### src/rtl/pipe_hazard_ctrl.sv
// Pipeline hazard controller for a 5-stage F/D/X/M/W RISC-V core.
// Tracks the instructions in X, M and W in a shadow scoreboard and derives
// load-use / RAW stalls, redirect flushes, X operand forwarding selects and
// saturating stall/flush event counters.
module pipe_hazard_ctrl #(
  parameter int unsigned AW             = 5,
  parameter bit          MODE_FWD       = 1'b1,
  parameter bit          RF_WRITE_FIRST = 1'b1,
  parameter int unsigned CNT_W          = 16
) (
  input  logic             clk,
  input  logic             rest,
  input  logic             d_valid,
  input  logic [AW-1:0]    d_rs1,
  input  logic [AW-1:0]    d_rs2,
  input  logic             d_use_rs1,
  input  logic             d_use_rs2,
  input  logic [AW-1:0]    d_rd,
  input  logic             d_we,
  input  logic             d_load,
  input  logic             x_redirect,
  output logic             stall_fd,
  output logic             flush_d,
  output logic             bubble_x,
  output logic [1:0]       fwd_a_sel,
  output logic [1:0]       fwd_b_sel,
  output logic [1:0]       hz_state,
  output logic [CNT_W-1:0] stall_cnt,
  output logic [CNT_W-1:0] flush_cnt
);

  typedef struct packed {
    logic          valid;
    logic [AW-1:0] rd;
    logic          we;
    logic          load;
    logic [AW-1:0] rs1;
    logic [AW-1:0] rs2;
    logic          use_rs1;
    logic          use_rs2;
  } sb_t;

  typedef enum logic [1:0] {
    HZ_RUN   = 2'd0,
    HZ_STALL = 2'd1,
    HZ_FLUSH = 2'd2
  } hz_e;

  typedef enum logic [1:0] {
    FWD_RS1X  = 2'd0,
    FWD_ALUM  = 2'd1,
    FWD_DATAW = 2'd2
  } fwd_e;

  sb_t              r_x, r_m, r_w;
  sb_t              w_d;
  logic             w_src1, w_src2;
  logic             w_hit1, w_hit2;
  logic             w_hazard;
  logic             w_stall;
  hz_e              w_hz;
  fwd_e             w_fwd_a, w_fwd_b;
  logic [CNT_W-1:0] r_stall_cnt, r_flush_cnt;
  logic             w_unused;

  // Entry e writes architectural register r (x0 never counts as written).
  function automatic logic f_match(input sb_t e, input logic [AW-1:0] r);
    return e.valid & e.we & (e.rd != '0) & (e.rd == r);
  endfunction

  // Operand source for the X instruction: M beats W, otherwise register file.
  function automatic fwd_e f_fwd(input sb_t x, input sb_t m, input sb_t w,
                                 input logic [AW-1:0] rs, input logic use_rs);
    if (!x.valid || !use_rs) return FWD_RS1X;
    if (f_match(m, rs))      return FWD_ALUM;
    if (f_match(w, rs))      return FWD_DATAW;
    return FWD_RS1X;
  endfunction

  // Pack the D-stage decode into a scoreboard entry.
  always_comb begin
    w_d         = '0;
    w_d.valid   = d_valid;
    w_d.rd      = d_rd;
    w_d.we      = d_we;
    w_d.load    = d_load;
    w_d.rs1     = d_rs1;
    w_d.rs2     = d_rs2;
    w_d.use_rs1 = d_use_rs1;
    w_d.use_rs2 = d_use_rs2;
  end

  // Detect a RAW hazard between the D sources and in-flight writers.
  always_comb begin
    w_src1   = d_valid & d_use_rs1 & (d_rs1 != '0);
    w_src2   = d_valid & d_use_rs2 & (d_rs2 != '0);
    w_hit1   = 1'b0;
    w_hit2   = 1'b0;
    w_hazard = 1'b0;
    if (MODE_FWD) begin
      w_hit1   = f_match(r_x, d_rs1);
      w_hit2   = f_match(r_x, d_rs2);
      w_hazard = r_x.load & ((w_src1 & w_hit1) | (w_src2 & w_hit2));
    end else begin
      w_hit1   = f_match(r_x, d_rs1) | f_match(r_m, d_rs1) |
                 (!RF_WRITE_FIRST & f_match(r_w, d_rs1));
      w_hit2   = f_match(r_x, d_rs2) | f_match(r_m, d_rs2) |
                 (!RF_WRITE_FIRST & f_match(r_w, d_rs2));
      w_hazard = (w_src1 & w_hit1) | (w_src2 & w_hit2);
    end
  end

  // A redirect kills the wrong-path D instruction, so it overrides the stall.
  always_comb begin
    w_stall = w_hazard & !x_redirect & !rest;
    if (rest)            w_hz = HZ_RUN;
    else if (x_redirect) w_hz = HZ_FLUSH;
    else if (w_stall)    w_hz = HZ_STALL;
    else                 w_hz = HZ_RUN;
  end

  // X operand forwarding selects; idle in no-forwarding mode and in reset.
  always_comb begin
    w_fwd_a = FWD_RS1X;
    w_fwd_b = FWD_RS1X;
    if (MODE_FWD && !rest) begin
      w_fwd_a = f_fwd(r_x, r_m, r_w, r_x.rs1, r_x.use_rs1);
      w_fwd_b = f_fwd(r_x, r_m, r_w, r_x.rs2, r_x.use_rs2);
    end
  end

  // Shadow scoreboard: X takes D or a bubble, M and W always advance.
  always_ff @(posedge clk or posedge rest) begin
    if (rest) begin
      r_x <= '0;
      r_m <= '0;
      r_w <= '0;
    end else begin
      r_x <= bubble_x ? '0 : w_d;
      r_m <= r_x;
      r_w <= r_m;
    end
  end

  // Saturating stall and redirect event counters.
  always_ff @(posedge clk or posedge rest) begin
    if (rest) begin
      r_stall_cnt <= '0;
      r_flush_cnt <= '0;
    end else begin
      if (w_stall && (r_stall_cnt != '1))
        r_stall_cnt <= r_stall_cnt + CNT_W'(1);
      if (x_redirect && (r_flush_cnt != '1))
        r_flush_cnt <= r_flush_cnt + CNT_W'(1);
    end
  end

  assign stall_fd  = w_stall;
  assign flush_d   = x_redirect;
  assign bubble_x  = w_stall | x_redirect;
  assign fwd_a_sel = w_fwd_a;
  assign fwd_b_sel = w_fwd_b;
  assign hz_state  = w_hz;
  assign stall_cnt = r_stall_cnt;
  assign flush_cnt = r_flush_cnt;

  // W-stage source fields are carried for completeness but never consulted.
  assign w_unused = ^{r_w.load, r_w.rs1, r_w.rs2, r_w.use_rs1, r_w.use_rs2};

endmodule

### config.mk
export PLATFORM = sky130hd
export DESIGN_NAME = pipe_hazard_ctrl
export DESIGN_NICKNAME = d
export VERILOG_FILES = /design/src/rtl/pipe_hazard_ctrl.sv
export SDC_FILE = /design/constraint.sdc
export NUM_CORES = 1
export LEC_CHECK = 0
export CORE_MARGIN = 1.5
export CORE_UTILIZATION = 50
export CTS_BUF_LIST = sky130_fd_sc_hd__clkbuf_8
export DETAILED_ROUTE_END_ITERATION = 8
export PLACE_DENSITY = 0.79
export RECOVER_POWER = 25
export SKIP_LAST_GASP = 1
export SLEW_MARGIN = 20
export SYNTH_ARGS = -nofsm -noshare
export SYNTH_HDL_FRONTEND = slang
export SYNTH_SLANG_ARGS = --single-unit
export TNS_END_PERCENT = 30
### constraint.sdc
create_clock -name clk -period 3.12 [get_ports clk]
set_input_delay 0.624 -clock clk [delete_from_list [all_inputs] [get_ports clk]]
set_output_delay 0.624 -clock clk [all_outputs]
set_load 0.01 [all_outputs]
=== Yosys cells after proc, flatten, opt, wreduce, memory -nomap -nowiden ===
Index checks and enable logic that the tools add are counted.

* Register bits after elaboration: 66
* Output and inout bits: 41
* Logic and storage cells: 99
* Input port bits: 23

* Mux-type cells: 36
* Eq/ne operators: 8
* Add/sub/neg operators: 2
* Reduce and logical (&&, ||, !) cells: 14
* Bitwise operators: 23

{| class="wikitable"
|+ Operators with widths
! operator !! number
|-
| 16-bit by 1-bit adder with 16-bit output, second input constant || 2
|-
| 2-bit two-way mux || 16
|-
| 16-bit inequality test, second input constant || 2
|-
| 5-bit == test || 6
|-
| 5-bit nonzero test || 5
|-
| 1-bit AND || 21
|-
| 20-bit two-way mux || 1
|-
| 1-bit two-way mux || 19
|-
| 1-bit zero test || 5
|-
| 1-bit logical AND || 2
|-
| 1-bit logical OR || 2
|-
| 1-bit OR || 2
|}

=== Longest topological paths before layout ===
Gate-level depths: netlist of the first run.

* Word-level depth: 13
* Gate-level depth with buffers: 7

=== Worst setup path after synthesis of the first run ===
OpenSTA, ideal clock, no wires.

* Kind: reg2out
* From: register r_x[15] (netlist bit)
* To: output bubble_x
* Slack: 559 ps
* Data arrival time: 1937 ps
* Cell stages (with the launch flop): 8
* Data required time: 2496 ps
* Path through: dfrtp_1 > or4_1 > o211ai_2 > o21ba_2 > a32oi_4 > and2b_1 > buf_2 > inv_2

* Word-level cells in the longest chain between the ends: 9

{| class="wikitable"
|+ Ends and longest elaborated chain
! element !! RTL line !! source
|-
| start: declaration || 55 || <nowiki>sb_t r_x, r_m, r_w;</nowiki>
|-
| start signal: assignment || 139 || <nowiki>r_x <= bubble_x ? '0 : w_d;</nowiki>
|-
| 5-bit nonzero test || -- ||
|-
| 1-bit AND (2 in a row) || -- ||
|-
| 1-bit AND || 103 || <nowiki>w_hazard = r_x.load & ((w_src1 & w_hit1) | (w_src2 & w_hit2));</nowiki>
|-
| 1-bit OR * || 103 ||
|-
| 1-bit AND * || 103 ||
|-
| 1-bit AND * (2 in a row) || 115 || <nowiki>w_stall = w_hazard & !x_redirect & !rest;</nowiki>
|-
| 1-bit OR * || 160 || <nowiki>assign bubble_x = w_stall | x_redirect;</nowiki>
|-
| end: declaration || 24 || <nowiki>output logic bubble_x,</nowiki>
|}

Mark *: on every way between the ends. The rest lies on a longest branch, timed or not.

=== Worst setup path after layout of the first run ===
* From: input d_rs1[1]
* To: output stall_fd

* Word-level cells in the longest chain between the ends: 7

{| class="wikitable"
|+ Ends and longest elaborated chain
! element !! RTL line !! source
|-
| start: declaration || 14 || <nowiki>input logic [AW-1:0] d_rs1,</nowiki>
|-
| 5-bit == test or 5-bit nonzero test (tied branches) || -- ||
|-
| 1-bit AND, on equally long branches || -- ||
|-
| 1-bit AND * || 103 ||
|-
| 1-bit OR * || 103 ||
|-
| 1-bit AND * || 103 ||
|-
| 1-bit AND * (2 in a row) || 115 ||
|-
| end: declaration || 22 || <nowiki>output logic stall_fd,</nowiki>
|}

Marked as above.

==> results of run 1 <==
[per-layer routing]
layer / vias to the layer above / wire, um / global-route usage
met5: - / 0 / 0
met4: 0 / 186 / 0.1207
met3: 19 / 322 / 0.05114
met2: 64 / 3315 / 0.3555
met1: 1106 / 2740 / 0.2768
li1: 1091 / - / -
[registers in the layout, summed over array words and instances (netlist names)]
name,cells
flush_cnt,16
r_m,7
r_w,7
r_x,20
stall_cnt,16
[logic make-up after synthesis]
group,synth area share
AO/OA/AOI/OAI,0.03327
flip-flops,0.5489
adder cells (fa/ha/maj),0.008315
buffers and inverters,0.01455
multiplexers,0.007484
XOR/XNOR,0.1659
AND/OR/NAND/NOR,0.2216
[power by group through the flow]
stage	logic [mW]	clock network (mW)	registers, mW
6_report	0.347	0.616	1.01
3_3_place_gp	0.339	0	1.02
2_1_floorplan	0.153	0	1.03
5_1_grt	0.379	0.674	1.02
4_1_cts	0.355	0.634	1.01
3_5_place_dp	0.350	0	1.03
[area by class of cell]
class                           count  area [um2]  share of cell area
Multi-Input combinational cell    189        1331              0.3336
Clock buffer                       10       137.6             0.03449
Clock inverter                      6       35.03            0.008780
Inverter                            5       18.77            0.004704
Timing Repair Buffer               77       721.9              0.1809
Sequential cell                    66        1652              0.4139
Tap cell                           75       93.84             0.02352
[critical path: cells and delay by family]
kind                   cells  cell delay (ns)
AOI/OAI and AO/OA          2             0.48
buffers and inverters      2             0.98
and+or+nand+nor            3             0.55
[stage by stage]
step	setup TNS (ns)	power, mW	worst slack, ns	util	std cells
global placement	-0.5031	1.361	-0.1458	0.6514	410
finish	-0.4188	1.971	-0.1368	0.6820	428
CTS	-0.3257	1.997	-0.09696	0.6861	428
global route	-0.7147	2.073	-0.2038	0.6820	428
floorplan	0	1.183	0.5590	-	264
detailed placement	-0.5889	1.375	-0.1584	0.6514	410
[cell usage in the layout (no fill, tap or decap), drive strengths merged, types with 3 or more instances in the layout]
master	netlist	final
nor3	13	13
nand3	15	15
and2	22	22
clkinvlp	0	3
dfrtp	66	66
nor2	10	10
xor2	35	35
nor4	15	15
xnor2	22	22
clkdlybuf4s50	0	60
nand4	7	7
nand2	14	14
and3	8	8
clkbuf	0	14
inv	5	6
buf	4	10
[what timing repair did]
action,4_1_cts,5_1_grt
endpoints found under the hold margin,0,0
endpoints found under the setup margin,5,5
gates cloned,0,0
pin swaps,2,1
buffers inserted,2,0
gates resized for setup,5,1
[worst min path at each step]
stage	slack, ns	from	cells after the start	end
3_5_place_dp	0.36	r_x[13]$_DFF_PP0_	0	r_m[13]$_DFF_PP0_
4_1_cts	0.37	r_x[13]$_DFF_PP0_	0	r_m[13]$_DFF_PP0_
5_1_grt	0.39	r_x[13]$_DFF_PP0_	0	r_m[13]$_DFF_PP0_
3_3_place_gp	0.35	r_x[19]$_DFF_PP0_	0	r_m[19]$_DFF_PP0_
2_1_floorplan	0.35	r_x[19]$_DFF_PP0_	0	r_m[19]$_DFF_PP0_
6_report	0.37	r_x[13]$_DFF_PP0_	0	r_m[13]$_DFF_PP0_
==> impl_metrics.toml, run 1 <==
[clock_network]
cts_tree = "built"
clk_pin_slew_ns = 0.07
cts-root-buf = "clkbuf_8"
clock_sinks = 66
ctsHtreeMaxLevel = 3
clock_path_buffers = 2
worstSkewPairLatency_ns = 0.34
postCtsHoldBufs = 0
cts_made_buffers = 9

[global_route]
grt_pass1_wl_um = 10750
grt_max_degree = 67
antenna_found_initial = 0
track_usage = 0.2218
grt_overflow_total = 0
grt_pass1_vias = 2215

[setup_path]
crit_chain = "clkdlybuf4s50_1, nor4_1, nor3_1, a21o_1, a22oi_2, nor2_1, clkdlybuf4s50_1"
crit_type = "primary input to primary output"
crit_start = "d_rs1[1]"
r2r_start = "r_x[17]$_DFF_PP0_"
crit_path_end = "stall_fd"
cpPeakStageDelay_ns = 0.50
worstSetupEndpointType = "primary output"
crit_path_top_delay_cell = "clkdlybuf4s50_1"
r2r_slack_ns = 0.83
critPathLaunchType = "primary input"
r2r_cells = 7
required_ns = 2.50
cp.arrival_ns = 2.63
critPathMaxFanout = 3
crit_top_cell = "clkdlybuf4s50_1"
reg2reg_to = "stall_cnt[1]$_DFFE_PP0P_"

[timing]
max_freq_mhz = 307.0
fin_skew_ns = 0.004537
worst_pin_slew_ns = 1.555
period_minus_slack_ns = 3.257
rsz0062_at_grt = "yes"
setup_violations = 4
maxSlewViolCount = 67
relSlewSlack = -0.03650
setup_ws_ns = -0.1368
finalHoldViolations = 0
fin_crit_sh = 1.044
hold_slack_ns = 0.3674

[logic_synthesis]
syn_area_um2 = 3009
synthCells = 264
synth.avg_cell_area_um2 = 11.40
yosysMostFrequentCell = "dfrtp_1"
synth-seq-area-share = 0.5489
netlist-cell-type-count = 39
synth_top_cell_area_share = 0.5489
ys.flop_type = "dfrtp_1"
yosysTopAreaCell = "dfrtp_1"
synth_edf_count = 0
synth.area.top_cells = "dfrtp_1 55%, xor2_1 10%, xnor2_1 6.4%"
synthTopCellsByCount = "66 x dfrtp_1, 35 x xor2_1, 22 x and2_1, 22 x xnor2_1, 15 x nand3_1"
synth_warnings = 0
syn_nets = 289
synth-async-reset-ratio = 1.000
ys_seq_elements = 66

[floorplanning]
num_io_pins = 64
die_w_um = 80.58
start_util = 0.5143
core_area_um2 = 5851
dieArea_um2 = 6492
std_cell_rows = 28
chipHeight_um = 80.58

[run_status]
violations = "max-capacitance violations, max-slew violations, negative setup slack"
outcome = "finished, violations left"

[routing]
wl_per_cell_um = 15.34
vias = 2280
routed_via_density = 5.327
first_pass_iters = 4
routed_wl_um = 6565
drc = 0
drtAntennaViolNets = 0
first_iter_violations = 130

[pwr]
leakage_nw = 1.832
p_sw_uw = 547.2
powerDensity_nw_per_um2 = 494.0
intPower_mw = 1.424
power_frac_clock = 0.312
ir_worst_vdd_uv = 295.1
p_comb_frac = 0.176
seqPwrFrac = 0.512
swShare = 0.2776

[final_layout]
diodes = 0
nFillCells = 436
finalInstanceArea_um2 = 3990
drive_above_1_share = 0.09915
area_growth_pct = 32.60
final_nets = 373

[place]
place_area_um2 = 3811
dp_hpwl_um = 4711
gp_congestion = 0.8814
io_buffers = 63

[hold_path]
min_path_type = "flop to flop"

[flow_run]
drv_cap = 1
Power figures use the tool's default switching activity.
==> run 2: changes to the inputs <==
Settings changed: CORE_UTILIZATION 50 to 53, PLACE_DENSITY 0.79 to 0.83.
==> impl_metrics.toml, run 2 (synthesis results as in run 1) <==
[timing]
max_freq_mhz = 314.4
setup_ws_ns = -0.06074
period_minus_slack_ns = 3.181
fin_crit_sh = 1.019
setup_violations = 4
worst_pin_slew_ns = 1.563
hold_slack_ns = 0.3758
maxSlewViolCount = 67
fin_skew_ns = 0.008695
finalHoldViolations = 0
rsz0062_at_grt = "yes"
relSlewSlack = -0.04206

[clock_network]
cts_tree = "built"
clock_sinks = 66
clock_path_buffers = 2
worstSkewPairLatency_ns = 0.33
ctsHtreeMaxLevel = 3
cts_made_buffers = 9
cts-root-buf = "clkbuf_8"
clk_pin_slew_ns = 0.06
postCtsHoldBufs = 0

[pwr]
power_frac_clock = 0.303
ir_worst_vdd_uv = 435.5
swShare = 0.2720
power_mw = 1.948
leakage_nw = 1.812
p_comb_frac = 0.179
intPower_mw = 1.418
powerDensity_nw_per_um2 = 491.1
p_sw_uw = 529.8
seqPwrFrac = 0.518

[hold_path]
min_path_type = "flop to flop"
hold_depth = 0

[run_status]
violations = "max-capacitance violations, max-slew violations, negative setup slack"
outcome = "finished, violations left"

[final_layout]
multiInputGateArea_um2 = 1328
diodes = 0
final_common_cell = "dfrtp_1"
seqCellArea_um2 = 1652
drive_above_1_share = 0.09972
area_growth_pct = 31.81
top_register = "r_x"
final_nets = 373
largest_reg_flops = 20
final_cell_mix = "66 x dfrtp_1, 62 x clkdlybuf4s50_1, 35 x xor2_1"
nFillCells = 404
fin_util = 0.7203

[routing]
routed_via_density = 5.319
drtAntennaViolNets = 0
vias = 2250
first_iter_violations = 116
routed_wl_um = 6331
first_pass_iters = 4
wl_per_cell_um = 14.97
drc = 0

[setup_path]
required_ns = 2.50
crit_chain = "clkdlybuf4s50_1, nor4_2, nor3_1, or2_2, a22oi_2, nor2_1, clkdlybuf4s50_1"
critPathLaunchType = "primary input"
cp.arrival_ns = 2.56
crit_path_top_delay_cell = "clkdlybuf4s50_1"
crit_type = "primary input to primary output"
crit_top_cell = "clkdlybuf4s50_1"
critPathMaxFanout = 3
cpPeakStageDelay_ns = 0.47
r2r_cells = 7
worstSetupEndpointType = "primary output"

[global_route]
grt_max_degree = 67
grt_pass1_vias = 2215
grt_overflow_total = 0
grt_pass1_wl_um = 10250
antenna_found_initial = 0
track_usage = 0.2192

[floorplanning]
std_cell_rows = 27
chipHeight_um = 78.35
start_util = 0.5465
num_io_pins = 64
core_area_um2 = 5507
dieArea_um2 = 6139
die_w_um = 78.35

[place]
pre_cts_slack_ns = -0.1725
dp_hpwl_um = 4508
gp_congestion = 0.8800
io_buffers = 63

[flow_run]
drv_cap = 1
==> run 2: worst paths after layout <==
| kind | start | to | slack, ns |
|---|---|---|---|
| min in group asynchronous | rest | flush_cnt[12]$_DFFE_PP0P_ | 1.30 |
| max reg2reg | r_x[17]$_DFF_PP0_ | stall_cnt[1]$_DFFE_PP0P_ | 0.81 |
| min | r_x[19]$_DFF_PP0_ | r_m[19]$_DFF_PP0_ | 0.38 |
| min reg2reg | r_x[19]$_DFF_PP0_ | r_m[19]$_DFF_PP0_ | 0.38 |
| max in group asynchronous | rest | r_x[14]$_DFF_PP0_ | 0.89 |
| max | d_rs2[1] | stall_fd | -0.06 |
==> run 2: metrics by stage <==
stage	std cells	area, um2	TNS (ns)
floorplan	264	3009	0
detailed placement	407	3807	-0.6401
finish	423	3966	-0.1423
global route	423	3966	-0.7396
CTS	423	3985	-0.4484
global placement	407	3807	-0.4715
==> run 2: routing by layer <==
layer | track usage | routed length, um | up-vias
met4 | 0.07500 | 116 | 0
met3 | 0.07326 | 401 | 13
met1 | 0.2648 | 2624 | 1090
met2 | 0.3687 | 3189 | 69
li1 | - | - | 1078
met5 | 0 | 0 | -
==> run 2: power groups by stage <==
| stage | combinational, mW | sequential, mW | clock [mW] |
|---|---|---|---|
| 2_1_floorplan | 0.153 | 1.03 | 0 |
| 3_3_place_gp | 0.337 | 1.02 | 0 |
| 3_5_place_dp | 0.350 | 1.03 | 0 |
| 4_1_cts | 0.355 | 1.01 | 0.600 |
| 5_1_grt | 0.376 | 1.02 | 0.640 |
| 6_report | 0.349 | 1.01 | 0.590 |
==> run 2: what timing repair did <==
| action | in CTS | in global routing |
|---|---|---|
| hold endpoints to repair | 0 | 0 |
| resized for setup | 2 | 2 |
| buffers inserted | 2 | 0 |
| pin swaps | 1 | 1 |
| endpoints found under the setup margin | 5 | 5 |
==> run 2: critical path: cells and delay by family <==
kind	cells	cell delay, ns
compound gates	1	0.21
buf+inv	2	0.94
simple gates	4	0.79
==> run 2: area by class of cell <==
cell class,count,share of cell area
clock inverter,4,0.005047
sequential,66,0.4164
timing repair buffer,77,0.1817
tap,72,0.02271
multi-input combinational,189,0.3347
inverter,5,0.004732
clock buffer,10,0.03470
